===== config.mk =====
export PLATFORM = sky130hd
export DESIGN_NAME = addr_link_arbiter_flat
export DESIGN_NICKNAME = d
export VERILOG_FILES = /design/src/rtl/addr_link_arbiter_pkg.sv /design/src/rtl/addr_link_arbiter_if.sv /design/src/rtl/addr_link_arbiter_rr_pick.sv /design/src/rtl/addr_link_arbiter.sv /design/src/flat_wrapper.sv
export SDC_FILE = /design/constraint.sdc
export NUM_CORES = 1
export LEC_CHECK = 0
export ABC_CLOCK_PERIOD_IN_PS = 4600
export BUFFER_PORTS_ARGS = -buffer_cell sky130_fd_sc_hd__buf_2
export CAP_MARGIN = 0
export CELL_PAD_IN_SITES_DETAIL_PLACEMENT = 1
export CELL_PAD_IN_SITES_GLOBAL_PLACEMENT = 2
export CORE_MARGIN = 5
export CORE_UTILIZATION = 27
export CTS_BUF_LIST = sky130_fd_sc_hd__clkbuf_2 sky130_fd_sc_hd__clkbuf_4 sky130_fd_sc_hd__clkbuf_8
export CTS_CLUSTER_SIZE = 40
export DETAILED_ROUTE_END_ITERATION = 12
export PLACE_DENSITY = 0.9
export SLEW_MARGIN = 20
export SYNTH_ARGS = -nofsm -noshare
export SYNTH_HDL_FRONTEND = slang
export SYNTH_SLANG_ARGS = --single-unit

===== constraint.sdc =====
create_clock -name clk -period 4.6 [get_ports clk]
set_input_delay 1.15 -clock clk [delete_from_list [all_inputs] [get_ports clk]]
set_output_delay 1.15 -clock clk [all_outputs]
set_load 0.05 [all_outputs]

===== src/rtl/addr_link_arbiter_pkg.sv =====
// addr_link_arbiter_pkg: shared state encoding, link geometry defaults and helpers for the address-link arbiter.
package addr_link_arbiter_pkg;
  typedef enum logic [1:0] {ARB_IDLE, ARB_SEND, ARB_GAP} arb_state_t;
  localparam int MEM_ADDR_SIZE = 32;
  localparam int BANDWIDTH_WRITE_ADDRESS = 8;
  localparam int DEF_TIMEOUT_SLACK = 4;
  function automatic int ceil_div(input int a, input int b);
    return (a + b - 1) / b;
  endfunction
endpackage


===== src/rtl/addr_link_arbiter_if.sv =====
// addr_link_arbiter_if: requester and address-sender signals of the shared write-address link.
interface addr_link_arbiter_if #(
  parameter int NUM_REQ = 4,
  parameter int ADDR_W = 32
);
  localparam int GID_W = $clog2(NUM_REQ);
  logic [NUM_REQ-1:0] req;
  logic [NUM_REQ*ADDR_W-1:0] addr_in;
  logic [NUM_REQ-1:0] ack;
  logic err;
  logic busy;
  logic [GID_W-1:0] grant_id;
  logic snd_send;
  logic [ADDR_W-1:0] snd_addr;
  logic snd_done;
  modport slave (input req, addr_in, snd_done, output ack, err, busy, grant_id, snd_send, snd_addr);
  modport master (output req, addr_in, snd_done, input ack, err, busy, grant_id, snd_send, snd_addr);
endinterface


===== src/rtl/addr_link_arbiter_rr_pick.sv =====
// addr_link_arbiter_rr_pick: combinational round-robin picker, first set request after ptr with wrap.
module addr_link_arbiter_rr_pick #(
  parameter int N = 4,
  parameter int GID_W = $clog2(N)
) (
  input  logic [N-1:0]     req,
  input  logic [GID_W-1:0] ptr,
  output logic             valid,
  output logic [GID_W-1:0] winner
);
  // Scan farthest to nearest so the closest candidate after ptr overwrites the rest.
  always_comb begin
    valid = |req;
    winner = ptr;
    for (int k = N; k >= 1; k--)
      if (req[(int'(ptr) + k) % N]) winner = GID_W'((int'(ptr) + k) % N);
  end
endmodule


===== src/rtl/addr_link_arbiter.sv =====
// addr_link_arbiter: round-robin owner of the serial write-address link with send gap and done watchdog.
module addr_link_arbiter
  import addr_link_arbiter_pkg::*;
#(
  parameter int NUM_REQ = 4,
  parameter int ADDR_W = MEM_ADDR_SIZE,
  parameter int BUS_W = BANDWIDTH_WRITE_ADDRESS,
  parameter int TIMEOUT_SLACK = DEF_TIMEOUT_SLACK
) (
  input logic clk,
  input logic reset,
  addr_link_arbiter_if.slave bus
);
  localparam int BEATS = ceil_div(ADDR_W, BUS_W);
  localparam int TIMEOUT = BEATS + 1 + TIMEOUT_SLACK;
  localparam int GID_W = $clog2(NUM_REQ);
  localparam int TW = $clog2(TIMEOUT + 1);
  arb_state_t state;
  logic [GID_W-1:0] ptr;
  logic [GID_W-1:0] winner;
  logic valid;
  logic [TW-1:0] timer;
  addr_link_arbiter_rr_pick #(.N(NUM_REQ), .GID_W(GID_W)) u_pick (
    .req(bus.req),
    .ptr(ptr),
    .valid(valid),
    .winner(winner)
  );
  always_ff @(posedge clk or posedge reset) begin
    if (reset) begin
      state <= ARB_IDLE;
      ptr <= GID_W'(NUM_REQ - 1);
      timer <= '0;
      bus.ack <= '0;
      bus.err <= 1'b0;
      bus.busy <= 1'b0;
      bus.snd_send <= 1'b0;
      bus.snd_addr <= '0;
      bus.grant_id <= '0;
    end else begin
      bus.ack <= '0;
      bus.err <= 1'b0;
      case (state)
        ARB_IDLE: if (valid) begin
          state <= ARB_SEND;
          bus.busy <= 1'b1;
          bus.snd_send <= 1'b1;
          bus.grant_id <= winner;
          bus.snd_addr <= bus.addr_in[winner*ADDR_W +: ADDR_W];
          ptr <= winner;
          timer <= TW'(1);
        end
        ARB_SEND: begin
          timer <= timer + 1'b1;
          // done takes precedence over a simultaneous watchdog expiry
          if (bus.snd_done || timer == TW'(TIMEOUT)) begin
            state <= ARB_GAP;
            bus.snd_send <= 1'b0;
            bus.ack <= bus.snd_done ? NUM_REQ'(1) << bus.grant_id : '0;
            bus.err <= !bus.snd_done;
          end
        end
        ARB_GAP: begin
          state <= ARB_IDLE;
          bus.busy <= 1'b0;
        end
        default: state <= ARB_IDLE;
      endcase
    end
  end
endmodule

===== src/flat_wrapper.sv =====
// flat-port wrapper written by rule: the top's interface ports become plain ports
module addr_link_arbiter_flat import addr_link_arbiter_pkg::*;
#(
  parameter int NUM_REQ = 4,
  parameter int ADDR_W = MEM_ADDR_SIZE,
  parameter int BUS_W = BANDWIDTH_WRITE_ADDRESS,
  parameter int TIMEOUT_SLACK = DEF_TIMEOUT_SLACK
)
  (clk, reset, bus_req, bus_addr_in, bus_snd_done, bus_ack, bus_err, bus_busy, bus_grant_id, bus_snd_send, bus_snd_addr);
  addr_link_arbiter_if #(.NUM_REQ(NUM_REQ), .ADDR_W(ADDR_W)) bus_i ();
  input logic clk;
  input logic reset;
  input wire logic [$bits(bus_i.req)-1:0] bus_req;
  input wire logic [$bits(bus_i.addr_in)-1:0] bus_addr_in;
  input wire logic [$bits(bus_i.snd_done)-1:0] bus_snd_done;
  output wire logic [$bits(bus_i.ack)-1:0] bus_ack;
  output wire logic [$bits(bus_i.err)-1:0] bus_err;
  output wire logic [$bits(bus_i.busy)-1:0] bus_busy;
  output wire logic [$bits(bus_i.grant_id)-1:0] bus_grant_id;
  output wire logic [$bits(bus_i.snd_send)-1:0] bus_snd_send;
  output wire logic [$bits(bus_i.snd_addr)-1:0] bus_snd_addr;
  assign bus_i.req = bus_req;
  assign bus_i.addr_in = bus_addr_in;
  assign bus_i.snd_done = bus_snd_done;
  assign bus_ack = bus_i.ack;
  assign bus_err = bus_i.err;
  assign bus_busy = bus_i.busy;
  assign bus_grant_id = bus_i.grant_id;
  assign bus_snd_send = bus_i.snd_send;
  assign bus_snd_addr = bus_i.snd_addr;
  addr_link_arbiter #(.NUM_REQ(NUM_REQ), .ADDR_W(ADDR_W), .BUS_W(BUS_W), .TIMEOUT_SLACK(TIMEOUT_SLACK)) u_core (.clk(clk), .reset(reset), .bus(bus_i));
endmodule

==> flow_summary_export.csv, run 1 <==
group,metric,value,unit
synth,syn-instance-count,262,
global_routing,track_usage,0.1449,
synth,ys_warn_count,0,
cts,cts_sinks,49,
synth,synth_top_area_frac,0.4126,
die,die_y,112.7,um
synth,synth_area_leaders,"dfrtp_1 41%, mux2i_1 22%, o221ai_1 9.8%, nand2_1 5.1%, buf_12 4.9%",
run,maxCapViolCount,0,
critical_path,worstPathArrival,3.14,ns
cts,post_cts_buffers,0,
layout,layout-drive-gt1-share,0.4560,
global_routing,grt_pass1_vias,3044,
critical_path,worstSetupPathType,"in -> reg",
critical_path,endpoint_kind,"flip-flop",
layout,antenna_cells,0,
drt,vias,2774,
layout,nFillCells,1256,
power_and_ir_drop,power,2.927,mW
cts,cts_hold_buf,0,
sta,setup_viol,0,
sta,min_period,2.989,ns
synth,synth_edf_count,0,
drt,drcViolationCount,0,
sta,clock_skew,0.007463,ns
cts,cts_resized,0,
cts,clk_pin_slew,0.09,ns
cts,cts_buffers,5,
global_routing,antenna_found_initial,0,
status,status,"completed",
critical_path,critical_path.max_fanout,39,
layout,multi_input_area,1410,um2
drt,ant_nets,0,
synth,synth-async-reset-ratio,1.000,
synth,syn_area,2850,um2
die,core_area,10320,um2
die,start_util,0.2761,
drt,drt_wl_total,9.374,mm
cts,cts_tree,"done",
synth,syn_nets,399,
synth,synth-seq-cells,49,
min_path,hold_class,"reg -> reg",
layout,layout_commonest_cell,"buf_2",
cts,cts_root_buffer,"clkbuf_8",
drt,routedWlPerCell,16.50,um
sta,slew_violations,0,
layout,nets,568,
global_routing,grt_overflow_total,0,
global_routing,grt_pass1_wl,15.24,mm
drt,viasPerCell,4.884,
sta,finalCritPeriodShare,0.6498,
die,fp.dieW,112.7,um
place,dp.final_hpwl,7.376,mm
global_routing,grt_max_degree,50,
cts,htreeDepth,2,
critical_path,start_kind,"input pin",
cts,worst_skew_pair.late_latency,0.30,ns
synth,synth.distinct_cells,35,
synth,synth_flop_cell,"dfrtp_1",
sta,finalSetupTns,0,ns
layout,syn2layout_area_growth,35.65,%
die,die_area,12710,um2
drt,drt-initial-drc-count,84,
sta,worstMarginPinSlew,0.8839,ns
sta,fmax,0.3345,GHz
power_and_ir_drop,p_leak,2.072,nW
place,io_buffer_count,175,
sta,hold_viol_final,0,
synth,synth_top_area_cell,"dfrtp_1",
cts,clk_path_buf_depth,2,
drt,drt-pass1-iter-count,4,
synth,post_synth.cell_area_avg,10.88,um2
power_and_ir_drop,power_density,757.0,nW/um2
place,gp_congestion,0.8638,
power_and_ir_drop,ir_drop,0.5150,mV
layout,seq_area,1229,um2
critical_path,cp.required,4.75,ns
die,rows,37,
sta,grt_setup_unrepaired,"false",
die,io_pins,176,
synth,ys_seq_area_frac,0.4311,
sta,slew_headroom,0.4101,
layout,final_cell_mix,"175 x buf_2, 63 x mux2i_1, 47 x dfrtp_1, 39 x nand2_1, 32 x o221ai_1",
[synth_stat cells (all sizes together), types with 2 or more instances]
cell type / number
nand2: 39
nor2: 12
o221ai: 32
mux2i: 63
nand3: 6
and3: 2
inv: 6
clkbuf: 5
buf: 13
o21a: 2
nor4: 2
o21ai: 7
a21oi: 2
xor2: 2
nor2b: 2
nor3: 5
dfstp: 2
ha: 2
dfrtp: 47
[critical path, cell delays in order]
cell	delay (ns)
buf_2	0.14
o21a_1	0.18
o21ai_2	0.17
and3_4	0.66
buf_4	0.43
mux2i_1	0.25
o221ai_1	0.15
[worst paths after layout]
path	endpoint	start	slack (ns)	cells past startpoint
max	u_core.bus.snd_addr[24]	bus_req[1]	1.61	7
min	u_core.bus.ack[2]	u_core.bus.grant_id[0]	0.48	1
max reg2reg	u_core.bus.snd_addr[24]	u_core.ptr[0]	2.09	6
min reg2reg	u_core.bus.ack[2]	u_core.bus.grant_id[0]	0.48	1
max in group asynchronous	u_core.bus.snd_addr[31]	reset	3.07	2
min in group asynchronous	u_core.bus.err	reset	1.00	2
[registers in the layout, indices dropped and copies added, names as in the netlist]
signal / count
u_core.bus.snd_addr: 32
u_core.bus.err: 1
u_core.ptr: 2
u_core.bus.busy: 1
u_core.bus.snd_send: 1
u_core.bus.grant_id: 2
u_core.bus.ack: 4
u_core.timer: 4
u_core.state: 2
[cell families after synthesis]
family	count (synthesis)	synth area share
fa+ha+maj	2	0.008778
compound gates	51	0.1479
xor+xnor	2	0.006147
simple gates	71	0.1106
mux	63	0.2212
flops	49	0.4311
buf+inv	24	0.07419
[metal layers]
| layer | vias to the layer above | part of all wire | GRT usage |
|---|---|---|---|
| li1 | 1312 | - | - |
| met1 | 1360 | 0.41 | 0.1788 |
| met2 | 97 | 0.50 | 0.2571 |
| met3 | 5 | 0.078 | 0.03850 |
| met4 | 0 | 0.0067 | 0.02404 |
| met5 | - | 0 | 0 |
[final cells by class]
cell class / instances / share of cell area
Multi-Input combinational cell: 189 / 0.3647
Sequential cell: 49 / 0.3178
Timing Repair Buffer: 180 / 0.2362
Inverter: 6 / 0.006149
Clock buffer: 7 / 0.02330
Tap cell: 136 / 0.04401
Clock inverter: 1 / 0.007767
[report_power, final]
group          internal (mW)  switching (mW)  total (mW)
Combinational          0.587            1.24        1.83
Sequential             0.639           0.131       0.770
Clock                  0.183           0.145       0.329
Total                   1.41            1.52        2.93
[per-stage QoR]
step             util  area, um2  setup WS, ns  cells  hold WS, ns
3_3_place_gp   0.3627       3745         1.394    560       0.4643
6_report       0.3745       3866         1.611    568       0.4784
3_5_place_dp   0.3627       3745         1.267    560       0.4687
2_1_floorplan       -       2850         2.210    262       0.4731
4_1_cts        0.3744       3865         1.606    568       0.4822
5_1_grt        0.3745       3866         1.430    568       0.5063
No activity file was read; power rests on OpenSTA's default activity.
==> run 2: changes to the inputs <==
--- a/config.mk
+++ b/config.mk
@@ -5,17 +5,17 @@
 export SDC_FILE = /design/constraint.sdc
 export NUM_CORES = 1
 export LEC_CHECK = 0
-export ABC_CLOCK_PERIOD_IN_PS = 4600
+export ABC_CLOCK_PERIOD_IN_PS = 2450
 export BUFFER_PORTS_ARGS = -buffer_cell sky130_fd_sc_hd__buf_2
 export CAP_MARGIN = 0
 export CELL_PAD_IN_SITES_DETAIL_PLACEMENT = 1
 export CELL_PAD_IN_SITES_GLOBAL_PLACEMENT = 2
 export CORE_MARGIN = 5
-export CORE_UTILIZATION = 27
+export CORE_UTILIZATION = 23
 export CTS_BUF_LIST = sky130_fd_sc_hd__clkbuf_2 sky130_fd_sc_hd__clkbuf_4 sky130_fd_sc_hd__clkbuf_8
 export CTS_CLUSTER_SIZE = 40
 export DETAILED_ROUTE_END_ITERATION = 12
-export PLACE_DENSITY = 0.9
+export PLACE_DENSITY = 0.82
 export SLEW_MARGIN = 20
 export SYNTH_ARGS = -nofsm -noshare
 export SYNTH_HDL_FRONTEND = slang
==> constraint.sdc (replaced) <==
create_clock -name clk -period 2.45 [get_ports clk]
set_input_delay 0.6125 -clock clk [delete_from_list [all_inputs] [get_ports clk]]
set_output_delay 0.6125 -clock clk [all_outputs]
set_load 0.05 [all_outputs]
==> run 2 against run 1 <==
  * Clock skew down 0.0012 ns
  * Non-clock buffer count up 6
  * Die area up 16%
  * Sequential cell count unchanged
  * Register-to-register slack worse by 1.6 ns
  * First-iteration DRC count up 18%
  * Sequential power up 88%
  * Critical path type is now reg -> reg
  * Highest routed layer unchanged
  * Total power up 98%
  * Worst setup slack worse by 1.1 ns
  * Design area up 3.9%
  * Utilization down 4.1 points
==> flow_summary_export.csv, run 2 (synthesis results as in run 1) <==
group,metric,value,unit
die,start_util,0.2363,
sta,min_period,1.958,ns
power_and_ir_drop,p_int,2.838,mW
global_routing,grt_max_degree,42,
power_and_ir_drop,seq_power_share,0.251,
critical_path,worstPathArrival,2.13,ns
sta,slew_violations,0,
layout,nets,574,
cts,clk_path_buf_depth,2,
critical_path,cp.required,2.62,ns
global_routing,track_usage,0.1341,
critical_path,slowest_delay,0.60,ns
power_and_ir_drop,power_frac_comb,0.626,
global_routing,grt_overflow_total,0,
drt,routedWlPerCell,16.67,um
die,die_y,121.3,um
sta,grt_setup_unrepaired,"false",
cts,htreeDepth,2,
critical_path,worstSetupPathType,"reg -> reg",
layout,layout-drive-gt1-share,0.4635,
layout,nFillCells,1415,
sta,finalSetupTns,0,ns
layout,largest_reg_flops,32,
cts,cts_root_buffer,"clkbuf_8",
power_and_ir_drop,p_leak,2.126,nW
critical_path,r2r_setup_slack,0.49,ns
die,core_area,12060,um2
sta,setup_viol,0,
drt,drt_wl_total,10.10,mm
die,die_area,14720,um2
cts,cts_buffers,5,
layout,biggestRegsByFlops,"u_core.bus.snd_addr x32, u_core.bus.ack x4, u_core.timer x4",
drt,vias,2764,
die,rows,40,
cts,cts_sinks,49,
power_and_ir_drop,ir_drop,0.4298,mV
die,fp.dieW,121.3,um
layout,final_cell_mix,"175 x buf_2, 63 x mux2i_1, 47 x dfrtp_1, 39 x nand2_1, 32 x o221ai_1",
global_routing,antenna_found_initial,0,
power_and_ir_drop,power_density,1439,nW/um2
drt,drcViolationCount,0,
die,io_pins,176,
place,gp_congestion,0.8172,
min_path,hold_class,"in -> async",
drt,ant_nets,0,
sta,slew_headroom,0.6018,
layout,syn2layout_area_growth,40.96,%
power_and_ir_drop,p_switching,2.943,mW
cts,post_cts_buffers,0,
global_routing,grt_pass1_vias,3025,
cts,cts_resized,0,
cts,clk_pin_slew,0.10,ns
sta,holdWs,0.3399,ns
critical_path,cp_slowest_cell,"dfstp_2",
sta,fmax,0.5107,GHz
power_and_ir_drop,switching_share,0.5090,
layout,antenna_cells,0,
place,dp.final_hpwl,8.038,mm
cts,cts_tree,"done",
global_routing,grt_pass1_wl,15.83,mm
sta,hold_viol_final,0,
critical_path,start_kind,"flip-flop",
place,io_buffer_count,175,
sta,finalCritPeriodShare,0.7992,
layout,layout_commonest_cell,"buf_2",
critical_path,endpoint_kind,"flip-flop",
sta,clock_skew,0.006220,ns
drt,viasPerCell,4.561,
sta,worstMarginPinSlew,0.5927,ns
critical_path,critical_path.max_fanout,24,
run,maxCapViolCount,0,
drt,drt-initial-drc-count,99,
critical_path,crit_chain,"nor2b_1 -> o21bai_2 -> and3_4 -> buf_12 -> mux2i_1 -> o221ai_1",
status,status,"completed",
drt,drt-pass1-iter-count,4,
cts,cts_hold_buf,0,
power_and_ir_drop,clock_power_share,0.122,
cts,worst_skew_pair.late_latency,0.31,ns
layout,largest-register,"u_core.bus.snd_addr",
[run 2: cell count changes in the layout (fill, tap and decap cells not counted)]
cell and delta:
buf_12 +4, buf_4 +2, bufinv_16 +1, clkbuf_4 -1
clkbuf_8 -1, clkinv_2 -1, inv_2 +1, inv_6 +1
[run 2: path summary, 6_finish.rpt]
kind	from	end	cells past startpoint
setup reg to reg	u_core.ptr[0]	u_core.bus.snd_addr[16]	6
hold reg to reg	u_core.bus.snd_addr[31]	u_core.bus.snd_addr[31]	2
setup / recovery	u_core.ptr[0]	u_core.bus.snd_addr[16]	6
min in group clk	u_core.bus.snd_addr[31]	u_core.bus.snd_addr[31]	2
max in group asynchronous	reset	u_core.ptr[1]	3
hold / removal	reset	u_core.bus.snd_addr[19]	2
[run 2: worst max-delay path: cells and delay by family (launching register included)]
family | cells | cell delay, ns
flip-flops | 1 | 0.60
AO/OA/AOI/OAI | 2 | 0.30
buffers and inverters | 1 | 0.24
multiplexers | 1 | 0.24
AND/OR/NAND/NOR | 2 | 0.43
[run 2: power by group through the flow]
stage	Sequential, mW	Combinational (mW)	Clock [mW]
6_report	1.45	3.62	0.707
5_1_grt	1.51	3.91	0.770
4_1_cts	1.46	3.70	0.738
3_5_place_dp	1.47	3.70	0
3_3_place_gp	1.45	3.60	0
2_1_floorplan	2.47	1.88	0
[run 2: metrics by stage]
stage	total power, mW	cells	worst slack, ns	cell area, um2	util
6_report	5.781	606	0.4919	4018	0.3331
5_1_grt	6.187	606	0.3729	4018	0.3331
4_1_cts	5.900	606	0.4589	4018	0.3331
3_5_place_dp	5.166	598	0.1929	3880	0.3217
3_3_place_gp	5.056	598	0.1844	3880	0.3217
2_1_floorplan	4.349	262	0.5979	2850	-
[run 2: final cells by class]
type	instances	area [um2]	share of cell area
Tap cell	168	210.2	0.05232
Inverter	6	22.52	0.005606
Clock buffer	5	68.82	0.01713
Clock inverter	3	68.82	0.01713
Timing Repair Buffer	186	1008	0.2510
Sequential cell	49	1229	0.3058
Multi-Input combinational cell	189	1410	0.3510
[run 2: layer usage]
metal	GRT usage	part of all wire
met2	0.2397	0.50
met3	0.03543	0.074
met1	0.1608	0.41
met5	0	0
met4	0.02871	0.0074
